`config.mk`:
```
export PLATFORM = sky130hd
export DESIGN_NAME = sram_axi_slave_flat
export DESIGN_NICKNAME = d
export VERILOG_FILES = /design/src/rtl/sram_axi_slave_pkg.sv /design/src/rtl/sram_axi_slave_if.sv /design/src/rtl/sram_axi_slave_burst_addr_gen.sv /design/src/rtl/sram_axi_slave.sv /design/src/flat_wrapper.sv
export SDC_FILE = /design/constraint.sdc
export NUM_CORES = 1
export LEC_CHECK = 0
export CAP_MARGIN = 15
export CORE_AREA = 2 2 121 123
export CTS_CLUSTER_DIAMETER = 60
export DETAILED_ROUTE_END_ITERATION = 7
export DIE_AREA = 0 0 123 125
export GPL_TIMING_DRIVEN = 0
export PLACE_DENSITY = 0.7
export SYNTH_ARGS = -nofsm -noshare
export SYNTH_HDL_FRONTEND = slang
export SYNTH_SLANG_ARGS = --single-unit
```
`constraint.sdc`:
```
create_clock -name clk -period 2.2 [get_ports clk]
set_input_delay 0.33 -clock clk [delete_from_list [all_inputs] [get_ports clk]]
set_output_delay 0.33 -clock clk [all_outputs]
set_load 0.01 [all_outputs]
```
`src/rtl/sram_axi_slave_pkg.sv`:
```
// sram_axi_slave_pkg: AXI widths, burst/response codes and the strobe-to-bit-mask helper.
package sram_axi_slave_pkg;
  localparam int ID_BITS = 8;
  localparam int ADDR_BITS = 32;
  localparam int DATA_BITS = 32;
  localparam int LEN_BITS = 4;
  localparam int MEM_AW = 14;
  localparam int STRB_BITS = DATA_BITS / 8;
  localparam logic [2:0] SIZE_4B = 3'b010;
  typedef enum logic [1:0] {
    BURST_FIXED = 2'b00,
    BURST_INCR  = 2'b01,
    BURST_WRAP  = 2'b10
  } burst_e;
  typedef enum logic [1:0] {
    RESP_OKAY   = 2'b00,
    RESP_SLVERR = 2'b10
  } resp_e;
  function automatic logic [DATA_BITS-1:0] strb_to_bweb(input logic [STRB_BITS-1:0] strb);
    for (int i = 0; i < STRB_BITS; i++) strb_to_bweb[8*i +: 8] = {8{~strb[i]}};
  endfunction
endpackage

```
`src/rtl/sram_axi_slave_if.sv`:
```
// sram_axi_slave_if: AXI4 read/write channels between the interconnect master and the SRAM slave.
interface sram_axi_slave_if;
  import sram_axi_slave_pkg::*;
  logic [ID_BITS-1:0]   arid;
  logic [ADDR_BITS-1:0] araddr;
  logic [LEN_BITS-1:0]  arlen;
  logic [2:0]           arsize;
  logic [1:0]           arburst;
  logic                 arvalid;
  logic                 arready;
  logic [ID_BITS-1:0]   rid;
  logic [DATA_BITS-1:0] rdata;
  logic [1:0]           rresp;
  logic                 rlast;
  logic                 rvalid;
  logic                 rready;
  logic [ID_BITS-1:0]   awid;
  logic [ADDR_BITS-1:0] awaddr;
  logic [LEN_BITS-1:0]  awlen;
  logic [2:0]           awsize;
  logic [1:0]           awburst;
  logic                 awvalid;
  logic                 awready;
  logic [DATA_BITS-1:0] wdata;
  logic [STRB_BITS-1:0] wstrb;
  logic                 wlast;
  logic                 wvalid;
  logic                 wready;
  logic [ID_BITS-1:0]   bid;
  logic [1:0]           bresp;
  logic                 bvalid;
  logic                 bready;
  modport master (
    output arid, araddr, arlen, arsize, arburst, arvalid, rready,
    output awid, awaddr, awlen, awsize, awburst, awvalid,
    output wdata, wstrb, wlast, wvalid, bready,
    input  arready, rid, rdata, rresp, rlast, rvalid,
    input  awready, wready, bid, bresp, bvalid
  );
  modport slave (
    input  arid, araddr, arlen, arsize, arburst, arvalid, rready,
    input  awid, awaddr, awlen, awsize, awburst, awvalid,
    input  wdata, wstrb, wlast, wvalid, bready,
    output arready, rid, rdata, rresp, rlast, rvalid,
    output awready, wready, bid, bresp, bvalid
  );
endinterface

```
`src/rtl/sram_axi_slave_burst_addr_gen.sv`:
```
// axi_burst_addr_gen: tracks word address, beat count and last-beat flag of one AXI burst.
module axi_burst_addr_gen
  import sram_axi_slave_pkg::*;
(
  input  logic              clk,
  input  logic              rst_n,
  input  logic              load_i,
  input  logic [MEM_AW-1:0] addr_i,
  input  logic [LEN_BITS-1:0] len_i,
  input  logic [1:0]        burst_i,
  input  logic              adv_i,
  output logic [MEM_AW-1:0] addr_o,
  output logic              last_o
);
  logic [MEM_AW-1:0]   addr_q, addr_d;
  logic [LEN_BITS-1:0] len_q, len_d, beat_q, beat_d;
  logic                fixed_q, fixed_d;
  // WRAP bursts step like INCR; the word address wraps naturally at the SRAM size
  always_comb begin
    addr_d  = load_i ? addr_i : ((adv_i && !fixed_q) ? addr_q + MEM_AW'(1) : addr_q);
    len_d   = load_i ? len_i : len_q;
    fixed_d = load_i ? (burst_i == BURST_FIXED) : fixed_q;
    beat_d  = load_i ? '0 : (adv_i ? beat_q + LEN_BITS'(1) : beat_q);
  end
  always_ff @(posedge clk or negedge rst_n) begin
    if (!rst_n) begin
      addr_q  <= '0;
      len_q   <= '0;
      beat_q  <= '0;
      fixed_q <= 1'b0;
    end else begin
      addr_q  <= addr_d;
      len_q   <= len_d;
      beat_q  <= beat_d;
      fixed_q <= fixed_d;
    end
  end
  assign addr_o = addr_q;
  assign last_o = beat_q == len_q;
endmodule

```
`src/rtl/sram_axi_slave.sv`:
```
// sram_axi_slave: AXI4 slave with one outstanding INCR/FIXED burst, mapped onto a single-port
// SRAM with 1-cycle read latency (2 cycles per read beat, 1 cycle per write beat).
module sram_axi_slave
  import sram_axi_slave_pkg::*;
(
  input  logic                 clk,
  input  logic                 rst_n,
  sram_axi_slave_if.slave      axi,
  output logic                 sram_ceb_o,
  output logic                 sram_web_o,
  output logic [DATA_BITS-1:0] sram_bweb_o,
  output logic [MEM_AW-1:0]    sram_a_o,
  output logic [DATA_BITS-1:0] sram_di_o,
  input  logic [DATA_BITS-1:0] sram_do_i
);
  typedef enum logic [2:0] {IDLE, RD_REQ, RD_DATA, WR_DATA, WR_RESP} state_e;
  state_e               state_q, state_d;
  logic                 rst_done_q;
  logic                 fresh_q;
  logic                 err_q, err_d;
  logic [ID_BITS-1:0]   id_q, id_d;
  logic [DATA_BITS-1:0] rdata_q, rdata;
  logic                 aw_rdy, ar_rdy, aw_hs, ar_hs, adv, last;
  logic [MEM_AW-1:0]    mem_addr;
  logic                 unused;
  assign aw_rdy = (state_q == IDLE) & rst_done_q;
  assign ar_rdy = aw_rdy & ~axi.awvalid;
  assign aw_hs  = aw_rdy & axi.awvalid;
  assign ar_hs  = ar_rdy & axi.arvalid;
  // sram_do is only valid in the first RD_DATA cycle, so it is passed through then and held after
  assign rdata  = fresh_q ? sram_do_i : rdata_q;
  assign unused = ^{axi.arsize, axi.awsize, axi.araddr[ADDR_BITS-1:MEM_AW+2], axi.araddr[1:0],
                    axi.awaddr[ADDR_BITS-1:MEM_AW+2], axi.awaddr[1:0]};
  axi_burst_addr_gen u_addr_gen (
    .clk     (clk),
    .rst_n   (rst_n),
    .load_i  (aw_hs | ar_hs),
    .addr_i  (aw_hs ? axi.awaddr[MEM_AW+1:2] : axi.araddr[MEM_AW+1:2]),
    .len_i   (aw_hs ? axi.awlen : axi.arlen),
    .burst_i (aw_hs ? axi.awburst : axi.arburst),
    .adv_i   (adv),
    .addr_o  (mem_addr),
    .last_o  (last)
  );
  always_comb begin
    state_d     = state_q;
    id_d        = id_q;
    err_d       = err_q;
    adv         = 1'b0;
    sram_ceb_o  = 1'b1;
    sram_web_o  = 1'b1;
    sram_bweb_o = '1;
    sram_di_o   = '0;
    case (state_q)
      IDLE: begin
        id_d    = aw_hs ? axi.awid : (ar_hs ? axi.arid : id_q);
        err_d   = (aw_hs | ar_hs) ? 1'b0 : err_q;
        state_d = aw_hs ? WR_DATA : (ar_hs ? RD_REQ : IDLE);
      end
      RD_REQ: begin
        sram_ceb_o = 1'b0;
        state_d    = RD_DATA;
      end
      RD_DATA: begin
        adv     = axi.rready & ~last;
        state_d = axi.rready ? (last ? IDLE : RD_REQ) : RD_DATA;
      end
      WR_DATA: begin
        // termination follows the latched length; a disagreeing WLAST only flags SLVERR
        if (axi.wvalid) begin
          sram_ceb_o  = 1'b0;
          sram_web_o  = 1'b0;
          sram_bweb_o = strb_to_bweb(axi.wstrb);
          sram_di_o   = axi.wdata;
          adv         = 1'b1;
          err_d       = err_q | (axi.wlast != last);
          state_d     = last ? WR_RESP : WR_DATA;
        end
      end
      WR_RESP: state_d = axi.bready ? IDLE : WR_RESP;
      default: state_d = IDLE;
    endcase
  end
  always_ff @(posedge clk or negedge rst_n) begin
    if (!rst_n) begin
      state_q    <= IDLE;
      rst_done_q <= 1'b0;
      fresh_q    <= 1'b0;
      err_q      <= 1'b0;
      id_q       <= '0;
      rdata_q    <= '0;
    end else begin
      state_q    <= state_d;
      rst_done_q <= 1'b1;
      fresh_q    <= state_q == RD_REQ;
      err_q      <= err_d;
      id_q       <= id_d;
      rdata_q    <= rdata;
    end
  end
  assign sram_a_o    = mem_addr;
  assign axi.awready = aw_rdy;
  assign axi.arready = ar_rdy;
  assign axi.wready  = state_q == WR_DATA;
  assign axi.rvalid  = state_q == RD_DATA;
  assign axi.rlast   = (state_q == RD_DATA) & last;
  assign axi.rdata   = rdata;
  assign axi.rid     = id_q;
  assign axi.rresp   = RESP_OKAY;
  assign axi.bvalid  = state_q == WR_RESP;
  assign axi.bid     = id_q;
  assign axi.bresp   = err_q ? RESP_SLVERR : RESP_OKAY;
endmodule
```
`src/flat_wrapper.sv`:
```
// flat-port wrapper written by rule: the top's interface ports become plain ports
module sram_axi_slave_flat import sram_axi_slave_pkg::*;
  (clk, rst_n, sram_ceb_o, sram_web_o, sram_bweb_o, sram_a_o, sram_di_o, sram_do_i, axi_arid, axi_araddr, axi_arlen, axi_arsize, axi_arburst, axi_arvalid, axi_rready, axi_awid, axi_awaddr, axi_awlen, axi_awsize, axi_awburst, axi_awvalid, axi_wdata, axi_wstrb, axi_wlast, axi_wvalid, axi_bready, axi_arready, axi_rid, axi_rdata, axi_rresp, axi_rlast, axi_rvalid, axi_awready, axi_wready, axi_bid, axi_bresp, axi_bvalid);
  sram_axi_slave_if axi_i ();
  input  logic clk;
  input  logic rst_n;
  output logic sram_ceb_o;
  output logic sram_web_o;
  output logic [DATA_BITS-1:0] sram_bweb_o;
  output logic [MEM_AW-1:0] sram_a_o;
  output logic [DATA_BITS-1:0] sram_di_o;
  input  logic [DATA_BITS-1:0] sram_do_i;
  input wire logic [$bits(axi_i.arid)-1:0] axi_arid;
  input wire logic [$bits(axi_i.araddr)-1:0] axi_araddr;
  input wire logic [$bits(axi_i.arlen)-1:0] axi_arlen;
  input wire logic [$bits(axi_i.arsize)-1:0] axi_arsize;
  input wire logic [$bits(axi_i.arburst)-1:0] axi_arburst;
  input wire logic [$bits(axi_i.arvalid)-1:0] axi_arvalid;
  input wire logic [$bits(axi_i.rready)-1:0] axi_rready;
  input wire logic [$bits(axi_i.awid)-1:0] axi_awid;
  input wire logic [$bits(axi_i.awaddr)-1:0] axi_awaddr;
  input wire logic [$bits(axi_i.awlen)-1:0] axi_awlen;
  input wire logic [$bits(axi_i.awsize)-1:0] axi_awsize;
  input wire logic [$bits(axi_i.awburst)-1:0] axi_awburst;
  input wire logic [$bits(axi_i.awvalid)-1:0] axi_awvalid;
  input wire logic [$bits(axi_i.wdata)-1:0] axi_wdata;
  input wire logic [$bits(axi_i.wstrb)-1:0] axi_wstrb;
  input wire logic [$bits(axi_i.wlast)-1:0] axi_wlast;
  input wire logic [$bits(axi_i.wvalid)-1:0] axi_wvalid;
  input wire logic [$bits(axi_i.bready)-1:0] axi_bready;
  output wire logic [$bits(axi_i.arready)-1:0] axi_arready;
  output wire logic [$bits(axi_i.rid)-1:0] axi_rid;
  output wire logic [$bits(axi_i.rdata)-1:0] axi_rdata;
  output wire logic [$bits(axi_i.rresp)-1:0] axi_rresp;
  output wire logic [$bits(axi_i.rlast)-1:0] axi_rlast;
  output wire logic [$bits(axi_i.rvalid)-1:0] axi_rvalid;
  output wire logic [$bits(axi_i.awready)-1:0] axi_awready;
  output wire logic [$bits(axi_i.wready)-1:0] axi_wready;
  output wire logic [$bits(axi_i.bid)-1:0] axi_bid;
  output wire logic [$bits(axi_i.bresp)-1:0] axi_bresp;
  output wire logic [$bits(axi_i.bvalid)-1:0] axi_bvalid;
  assign axi_i.arid = axi_arid;
  assign axi_i.araddr = axi_araddr;
  assign axi_i.arlen = axi_arlen;
  assign axi_i.arsize = axi_arsize;
  assign axi_i.arburst = axi_arburst;
  assign axi_i.arvalid = axi_arvalid;
  assign axi_i.rready = axi_rready;
  assign axi_i.awid = axi_awid;
  assign axi_i.awaddr = axi_awaddr;
  assign axi_i.awlen = axi_awlen;
  assign axi_i.awsize = axi_awsize;
  assign axi_i.awburst = axi_awburst;
  assign axi_i.awvalid = axi_awvalid;
  assign axi_i.wdata = axi_wdata;
  assign axi_i.wstrb = axi_wstrb;
  assign axi_i.wlast = axi_wlast;
  assign axi_i.wvalid = axi_wvalid;
  assign axi_i.bready = axi_bready;
  assign axi_arready = axi_i.arready;
  assign axi_rid = axi_i.rid;
  assign axi_rdata = axi_i.rdata;
  assign axi_rresp = axi_i.rresp;
  assign axi_rlast = axi_i.rlast;
  assign axi_rvalid = axi_i.rvalid;
  assign axi_awready = axi_i.awready;
  assign axi_wready = axi_i.wready;
  assign axi_bid = axi_i.bid;
  assign axi_bresp = axi_i.bresp;
  assign axi_bvalid = axi_i.bvalid;
  sram_axi_slave u_core (.clk(clk), .rst_n(rst_n), .axi(axi_i), .sram_ceb_o(sram_ceb_o), .sram_web_o(sram_web_o), .sram_bweb_o(sram_bweb_o), .sram_a_o(sram_a_o), .sram_di_o(sram_di_o), .sram_do_i(sram_do_i));
endmodule
```
# ---- Word-level counts from Yosys, hierarchy flattened
# Cells that the tools add are included.
dict set report classes {
  n_addsub 2
  eq_ne 8
  n_mux 31
  n_bitwise 14
  reduce_logical 10
}
# cell count
set op_table {}
lappend op_table {{$mux W32} 5}
lappend op_table {{$mux W14} 3}
lappend op_table {{$mux W8} 2}
lappend op_table {{$mux W3} 5}
lappend op_table {{$pmux W3 S5} 1}
lappend op_table {{$add A14 B1 Y14 const B} 1}
lappend op_table {{$mux W4} 3}
lappend op_table {{$reduce_bool A2 Y1} 4}
lappend op_table {{$mux W1} 7}
lappend op_table {{$and A1 B1 Y1} 6}
lappend op_table {{$eq A3 B2 Y1 const B} 2}
lappend op_table {{$not A1 Y1} 6}
lappend op_table {{$pmux W1 S2} 3}
lappend op_table {{$add A4 B1 Y4 const B} 1}
lappend op_table {{$eq A4 B4 Y1} 1}
lappend op_table {{$mux W2} 2}
lappend op_table {{$ne A2 B2 Y1 const B} 2}
lappend op_table {{$eq A3 B1 Y1 const B} 1}
lappend op_table {{$eq A3 B3 Y1 const B} 1}
lappend op_table {{$logic_not A3 Y1} 1}
lappend op_table {{$reduce_and A3 Y1} 1}
lappend op_table {{$logic_not A2 Y1} 1}
lappend op_table {{$or A1 B1 Y1} 2}
lappend op_table {{$reduce_and A2 Y1} 1}
lappend op_table {{other kinds (3)} 3}
dict set report totals {
  reg_bits 69
  in_bits 174
  output_inout_bits 138
  wordCells 75
}

# ---- Logic depth before layout (Yosys ltp)
# Gate-level depths: netlist of run 1.
dict set report logic_depth {
  depth_word 7
  ltp_mapped 10
  depth_no_buf 8
}

# ---- Hierarchy
# A second synthesis of run 1 with hierarchy kept.
dict set report hier_totals {
  cells_unflattened 386
  area_unflattened_um2 4080.2
}
# mod n_inst cells_each area_per_inst_um2 seq_area_each_um2
set modules_own_cells {}
lappend modules_own_cells {sram_axi_slave 1 254 2781.4 1151.1}
lappend modules_own_cells {axi_burst_addr_gen 1 132 1298.7 575.6}

# ---- Worst setup path after synthesis of run 1
# Ideal clock, no wire load.
dict set report synth_path {
  kind {reg-to-reg}
  startpoint {register u_core.u_addr_gen.beat_q[1]}
  endpoint {register u_core.u_addr_gen.addr_q[11] (netlist: u_core.u_addr_gen.addr_o[11])}
  setup_ns 0.126
  arrival_ns 1.798
  t_required_ns 2.074
  setup_slack_ns 0.276
  stages_incl_launch_ff 6
  path_buffers 1
  synth_period_minus_slack_ns 1.924
  path_cell_list {dfrtp_1 xor2_1 o41ai_4 a21oi_1 buf_2 a221o_1}
}
dict set report synth_between {
  elab_chain_cells 6
}
# element line_no
set synth_lines {}
lappend synth_lines {{start, declared} sram_axi_slave_burst_addr_gen.sv:16} ;# logic [LEN_BITS-1:0] len_q, len_d, beat_q, beat_d;
lappend synth_lines {{start signal, assigned} sram_axi_slave_burst_addr_gen.sv:34} ;# beat_q <= beat_d;
lappend synth_lines {{$eq A4 B4 Y1} sram_axi_slave_burst_addr_gen.sv:39} ;# assign last_o = beat_q == len_q;
lappend synth_lines {{$not A1 Y1} sram_axi_slave.sv:65} ;# adv = axi.rready & ~last;
lappend synth_lines {{$and A1 B1 Y1} sram_axi_slave.sv:65}
lappend synth_lines {{$pmux W1 S2} sram_axi_slave.sv:54} ;# case (state_q)
lappend synth_lines {{$logic_and A1 B1 Y1} sram_axi_slave_burst_addr_gen.sv:20} ;# addr_d = load_i ? addr_i : ((adv_i && !fixed_q) ? addr_q + MEM_AW'(1) : addr_q);
lappend synth_lines {{$reduce_bool A2 Y1 (no line)} n/a}
lappend synth_lines {{end signal, assigned} sram_axi_slave_burst_addr_gen.sv:32} ;# addr_q <= addr_d;
lappend synth_lines {{end, declared} sram_axi_slave_burst_addr_gen.sv:15} ;# logic [MEM_AW-1:0] addr_q, addr_d;
# Every way passes these cells.
# A chain may end at the register's enable or synchronous reset.

# ---- Worst setup path after layout of run 1
dict set report layout_path {
  startpoint {register u_core.state_q[2]}
  endpoint {output port sram_bweb_o[7]}
}
dict set report layout_between {
  elab_chain_cells 2
}
# element line_no
set layout_lines {}
lappend layout_lines {{start, declared} sram_axi_slave.sv:17} ;# state_e state_q, state_d;
lappend layout_lines {{start signal, assigned} sram_axi_slave.sv:93} ;# state_q <= state_d;
lappend layout_lines {{$eq A3 B2 Y1} sram_axi_slave.sv:54}
lappend layout_lines {{$mux W32} sram_axi_slave.sv:54}
lappend layout_lines {{end, declared} flat_wrapper.sv:9} ;# output logic [DATA_BITS-1:0] sram_bweb_o;
# Every way passes these cells.

==> results of run 1 <==
## final cells by class
class	instances	area, um^2
clock inverters	6	70.07
inverters	6	27.53
flip-flops and latches	69	1730
clock buffers	10	239.0
multi-input cells	253	1886
well taps	184	230.2
fillers	1332	6874
repair buffers	279	2670
plain buffers	64	476.7
## cell families after synthesis
kind of cell / synth area share
AOI/OAI and AO/OA: 0.1245
other: 0.001902
muxes: 0.1318
adders and majority gates: 0.006336
xor gates and xnor gates: 0.02883
DFF: 0.4373
and+or+nand+nor: 0.1600
buffers and inverters: 0.1093
## flip-flops by register name, indices dropped and copies added, names as in the netlist
signal / count
u_core.rdata_q: 32
u_core.u_addr_gen.addr_o: 14
u_core.axi.bid: 8
u_core.u_addr_gen.beat_q: 4
u_core.u_addr_gen.len_q: 4
u_core.state_q: 3
u_core.err_q: 1
u_core.fresh_q: 1
u_core.rst_done_q: 1
u_core.u_addr_gen.fixed_q: 1
## worst max-delay path, delay by kind of cell, from the launching register on
| kind | cells | cell delay [ns] |
|---|---|---|
| buffers and inverters | 4 | 0.60 |
| and+or+nand+nor | 4 | 0.54 |
| DFF | 1 | 0.40 |
## power by group
group          switching [uW]  internal, uW  total (uW)
Combinational            2060          2690        4750
Sequential                389          1870        2260
Clock                     572           914        1490
## metal layers
metal / part of all wire / up-vias / global-route usage
met3: 0.094 / 16 / 0.05155
met1: 0.38 / 1882 / 0.2072
li1: - / 1929 / -
met2: 0.51 / 195 / 0.3208
met4: 0.013 / 2 / 0.04211
met5: 0.00092 / - / 0
## metrics by stage
stage,power (uW),instances
3_5_place_dp,6860,843
3_3_place_gp,6744,842
4_1_cts,8543,868
6_report,8496,871
5_1_grt,9078,871
2_1_floorplan,4467,394
## synth_stat cells (all sizes together), types with 2 or more instances
cell type / instances
dfrtp: 69
buf: 49
and3: 43
nand2: 38
mux2: 32
o21ai: 21
a21oi: 18
clkbuf: 17
mux2i: 16
a211oi: 13
xnor2: 8
inv: 6
nand3: 5
nor3b: 5
xor2: 5
and2: 4
nand4: 4
o211ai: 4
nand2b: 3
nor3: 3
o22ai: 3
a2111oi: 2
conb: 2
ha: 2
nor2b: 2
o2bb2ai: 2
## final timing paths
path | endpoint | slack [ns]
worst max-delay path | sram_bweb_o[7] | 0.01
worst min-delay path | u_core.rdata_q[21] | 0.14
worst max register to register | u_core.u_addr_gen.addr_o[8] | 0.11
worst min register to register | u_core.rdata_q[0] | 0.49
max in group asynchronous | u_core.state_q[2] | 1.44
min in group clk | u_core.u_addr_gen.fixed_q | 0.45
## what timing repair did
action / in CTS / in global routing
setup endpoints to repair: 114 / 67
endpoints found under the hold margin: 0 / 0
buffers inserted: 11 / 3
pin swaps: 3 / 1
gates resized for setup: 157 / 49
==> flow_metrics.py, run 1 <==
metrics = {
    "outcome": {
        "status": "completed",
    },
    "grt": {
        "grt_usage": 0.1786,
        "grt_pass1_wl_um": 21420,
        "grt_overflow_total": 0,
        "grt_start_max_net_pins": 70,
        "grt_pass1_vias": 4136,
        "antenna_found_initial": 1,
    },
    "sta": {
        "slew_headroom": 0.4116,
        "maxSlewViolCount": 0,
        "fin_ws_ns": 0.01498,
        "tightest_slew_ns": 0.8826,
        "fmax_mhz": 457.7,
        "post-route-period-util": 0.9932,
        "tns_ns": 0,
        "min_period_ns": 2.185,
        "finClkSkew_ns": 0.01004,
        "hold_violations": 0,
        "hold_slack_ns": 0.1398,
        "rsz0062_at_grt": "yes",
        "setup_viol_count_final": 0,
    },
    "worst_setup_path": {
        "path_class": "register to output pin",
        "critPathMaxStageDelay_ns": 0.40,
        "cp-startpoint": "u_core.state_q[2]",
        "arrival_ns": 1.86,
        "crit_chain": "and2b_1 > nand2_2 > inv_4 > and2_4 > buf_12 > nand2_8 > buf_4 > clkdlybuf4s15_2",
        "critPathRequiredTime_ns": 1.87,
        "slowest_stage": "dfrtp_2",
        "start_kind": "register",
        "rr_startpoint": "u_core.state_q[2]",
        "r2r_cells": 8,
        "end_kind": "output pin",
        "crit_fanout": 8,
    },
    "synth": {
        "synth_edf_count": 0,
        "synth-main-ff-cell": "dfrtp_1",
        "synthArstFlopShare": 1.000,
        "synthDistinctLibCells": 48,
        "yosysWarningCount": 0,
        "ys_seq_area_frac": 0.4373,
        "syn_area_um2": 3949,
        "postSynthCellCount": 392,
        "synth_top_cell_area_share": 0.4373,
        "ys_ff_latch": 69,
        "synth_area_leader_cell": "dfrtp_1",
        "synth_area_leaders": "dfrtp_1 44%, mux2_2 9.1%, buf_4 7.8%",
        "syn_avg_cell_area_um2": 10.07,
    },
    "clocking": {
        "clk_pin_slew_ns": 0.06,
        "cts_hold_buf": 0,
        "h-tree-depth": 3,
        "cts_buffer_depth": 2,
        "root_buffer": "clkbuf_16",
        "cts_buffers": 9,
        "clock_latency_ns": 0.33,
        "clock-sinks": 69,
        "cts_tree": "yes",
    },
    "job": {
        "max_cap_violations": 0,
    },
    "floorplan": {
        "die_y_um": 125,
        "start_util": 0.2780,
        "dieArea_um2": 15380,
        "core.rowCount": 44,
        "io_pins": 312,
        "core_um2": 14200,
        "die-width_um": 123,
    },
    "power": {
        "powerDensity_nw_per_um2": 1159,
        "ir_drop_mv": 0.5125,
        "p_leak_uw": 0.003441,
    },
    "finish": {
        "antenna-diode-count": 0,
        "drive_gt1_frac": 0.2431,
        "postLayoutCellArea_um2": 7330,
        "nNetsFinal": 858,
        "mostFrequentLayoutCells": "184 x clkdlybuf4s50_1, 70 x buf_4, 66 x dfrtp_1, 43 x and3_1",
        "area_growth_syn_to_layout_pct": 85.61,
        "utilization": 0.5160,
        "layout_commonest_cell": "clkdlybuf4s50_1",
    },
    "drt": {
        "drt-total-wl_um": 14200,
        "vias": 4024,
        "avgViaCountPerCell": 4.620,
        "drt_iter0_drc": 131,
        "avgRoutedWirePerCell_um": 16.31,
        "ant_nets": 0,
        "drt_first_pass_iters": 4,
        "drc": 0,
    },
    "placement": {
        "place.gp.congestion": 0.7682,
        "portBuffers": 264,
        "place_area_um2": 6832,
        "dp_slack_ns": -0.5577,
        "hpwlAfterDp_um": 10970,
    },
    "hold_path": {
        "min_path_type": "primary input to async pin",
    },
}
Power figures use the tool's default switching activity.
==> run 2: changes to the inputs <==
--- a/config.mk
+++ b/config.mk
@@ -12,6 +12,7 @@
 export DIE_AREA = 0 0 123 125
 export GPL_TIMING_DRIVEN = 0
 export PLACE_DENSITY = 0.7
+export SKIP_LAST_GASP = 1
 export SYNTH_ARGS = -nofsm -noshare
 export SYNTH_HDL_FRONTEND = slang
 export SYNTH_SLANG_ARGS = --single-unit
==> run 2 against run 1 <==
Net effect:
- the run now ends with setup timing left
- flip-flop and latch count did not move
- clock-buffer cell count did not move
- cell count rose by 0.11%
- sequential share of layout area rose by 0.057 points
- design area fell by 0.24%
- clock skew barely moved
- total power rose by 0.14%
- critical path type unchanged
==> flow_metrics.py, run 2 (synthesis gave the netlist of run 1 again) <==
metrics = {
    "drt": {
        "drt-total-wl_um": 14270,
        "ant_nets": 0,
        "drt_iter0_drc": 141,
        "drt_first_pass_iters": 4,
        "drc": 0,
        "avgViaCountPerCell": 4.640,
        "vias": 4046,
        "avgRoutedWirePerCell_um": 16.37,
    },
    "clocking": {
        "clock_latency_ns": 0.33,
        "h-tree-depth": 3,
        "cts_buffers": 9,
        "root_buffer": "clkbuf_16",
        "clock-sinks": 69,
        "cts_hold_buf": 0,
        "cts_tree": "yes",
        "clk_pin_slew_ns": 0.06,
        "cts_buffer_depth": 2,
    },
    "placement": {
        "portBuffers": 264,
        "dp_slack_ns": -0.5577,
        "place.gp.congestion": 0.7682,
        "hpwlAfterDp_um": 10970,
        "place_inst": 843,
    },
    "worst_setup_path": {
        "worstReg2RegEnd": "u_core.u_addr_gen.addr_o[8]",
        "rr_startpoint": "u_core.state_q[2]",
        "crit_fanout": 8,
        "start_kind": "register",
        "r2r_cells": 8,
        "critPathRequiredTime_ns": 1.87,
        "path_class": "register to output pin",
        "rrSetupSlack_ns": 0.11,
        "end_kind": "output pin",
        "arrival_ns": 1.90,
    },
    "job": {
        "max_cap_violations": 0,
    },
    "finish": {
        "largest_reg_flops": 32,
        "top_register": "u_core.rdata_q",
        "regArea_um2": 1730,
        "area_growth_syn_to_layout_pct": 85.17,
        "nNetsFinal": 859,
        "multiInputGateArea_um2": 1877,
        "drive_gt1_frac": 0.2427,
        "fin_cells": 872,
        "fillerInstances": 1319,
        "layout_commonest_cell": "clkdlybuf4s50_1",
        "mostFrequentLayoutCells": "187 x clkdlybuf4s50_1, 66 x dfrtp_1, 54 x buf_4, 43 x and3_1",
        "antenna-diode-count": 0,
    },
    "outcome": {
        "violations": "setup timing",
        "status": "finished, violations left",
    },
    "sta": {
        "maxSlewViolCount": 0,
        "fin_ws_ns": -0.02840,
        "slew_headroom": 0.4102,
        "fmax_mhz": 448.8,
        "hold_slack_ns": 0.1402,
        "setup_viol_count_final": 4,
        "finClkSkew_ns": 0.009988,
        "tns_ns": -0.04707,
        "min_period_ns": 2.228,
        "post-route-period-util": 1.013,
        "rsz0062_at_grt": "yes",
        "hold_violations": 0,
        "tightest_slew_ns": 0.8847,
    },
    "floorplan": {
        "core.rowCount": 44,
        "die_y_um": 125,
        "die-width_um": 123,
        "core_um2": 14200,
        "start_util": 0.2780,
        "io_pins": 312,
        "dieArea_um2": 15380,
    },
    "power": {
        "power.total_uw": 8508,
        "ir_drop_mv": 0.5117,
        "p_leak_uw": 0.003407,
        "powerDensity_nw_per_um2": 1164,
    },
    "grt": {
        "antenna_found_initial": 1,
        "grt_pass1_vias": 4144,
        "grt_overflow_total": 0,
        "grt_pass1_wl_um": 21420,
        "grt_start_max_net_pins": 70,
        "grt_usage": 0.1786,
    },
    "hold_path": {
        "min_path_type": "primary input to async pin",
    },
}
-- run 2: cell count changes in the layout (fill, tap and decap cells not counted), sizes merged --
cell and delta:
clkdlybuf4s15 +9, dlymetal6s2s -2, clkbuf +10, clkdlybuf4s50 +3, dlygate4sd2 -9, buf -10
-- run 2: what timing repair did --
| action | CTS | global route |
|---|---|---|
| setup endpoints to repair | 114 | 73 |
| pin swaps | 3 | 2 |
| buffers inserted | 11 | 4 |
| gates resized for setup | 139 | 75 |
-- run 2: worst max path at each step --
| stage | startpoint | to |
|---|---|---|
| 2_1_floorplan | u_core.u_addr_gen.beat_q[1] | u_core.u_addr_gen.addr_o[11] |
| 3_3_place_gp | rst_n | u_core.err_q |
| 3_5_place_dp | u_core.state_q[0] | axi_arready |
| 4_1_cts | u_core.state_q[2] | axi_arready |
| 5_1_grt | u_core.state_q[2] | sram_bweb_o[25] |
| 6_report | u_core.state_q[2] | sram_bweb_o[25] |
-- run 2: per-stage QoR --
| step | utilization | area, um^2 |
|---|---|---|
| 2_1_floorplan | - | 3956 |
| 3_3_place_gp | 0.4808 | 6829 |
| 3_5_place_dp | 0.4810 | 6832 |
| 4_1_cts | 0.5129 | 7284 |
| 5_1_grt | 0.5148 | 7312 |
| 6_report | 0.5148 | 7312 |
-- run 2: worst max-delay path, stage by stage (launching register included) --
cell and delay [ns]:
dfrtp_2 0.40, and2b_1 0.23, nand2_2 0.09, inv_4 0.09, and2_4 0.15, buf_12 0.14, nand2_8 0.07, buf_4 0.13
dlygate4sd2_1 0.27
-- run 2: routing by layer --
layer | global-route usage | wire (um)
met2 | 0.3214 | 7352
met4 | 0.04211 | 190
met3 | 0.05155 | 1302
met5 | 0 | 13
met1 | 0.2066 | 5414
-- run 2: layout make-up --
cell class | instances | share of cell area
plain buffers | 64 | 0.06502
clock buffers | 10 | 0.03268
clock inverters | 6 | 0.009582
inverters | 6 | 0.003765
multi-input cells | 253 | 0.2567
flip-flops and latches | 69 | 0.2367
well taps | 184 | 0.03149
repair buffers | 280 | 0.3641
-- run 2: report_power, final --
part | switching (uW) | internal (uW) | total, uW
Clock | 573 | 914 | 1490
Sequential | 395 | 1870 | 2260
Combinational | 2060 | 2700 | 4760
Total | 3030 | 5480 | 8510
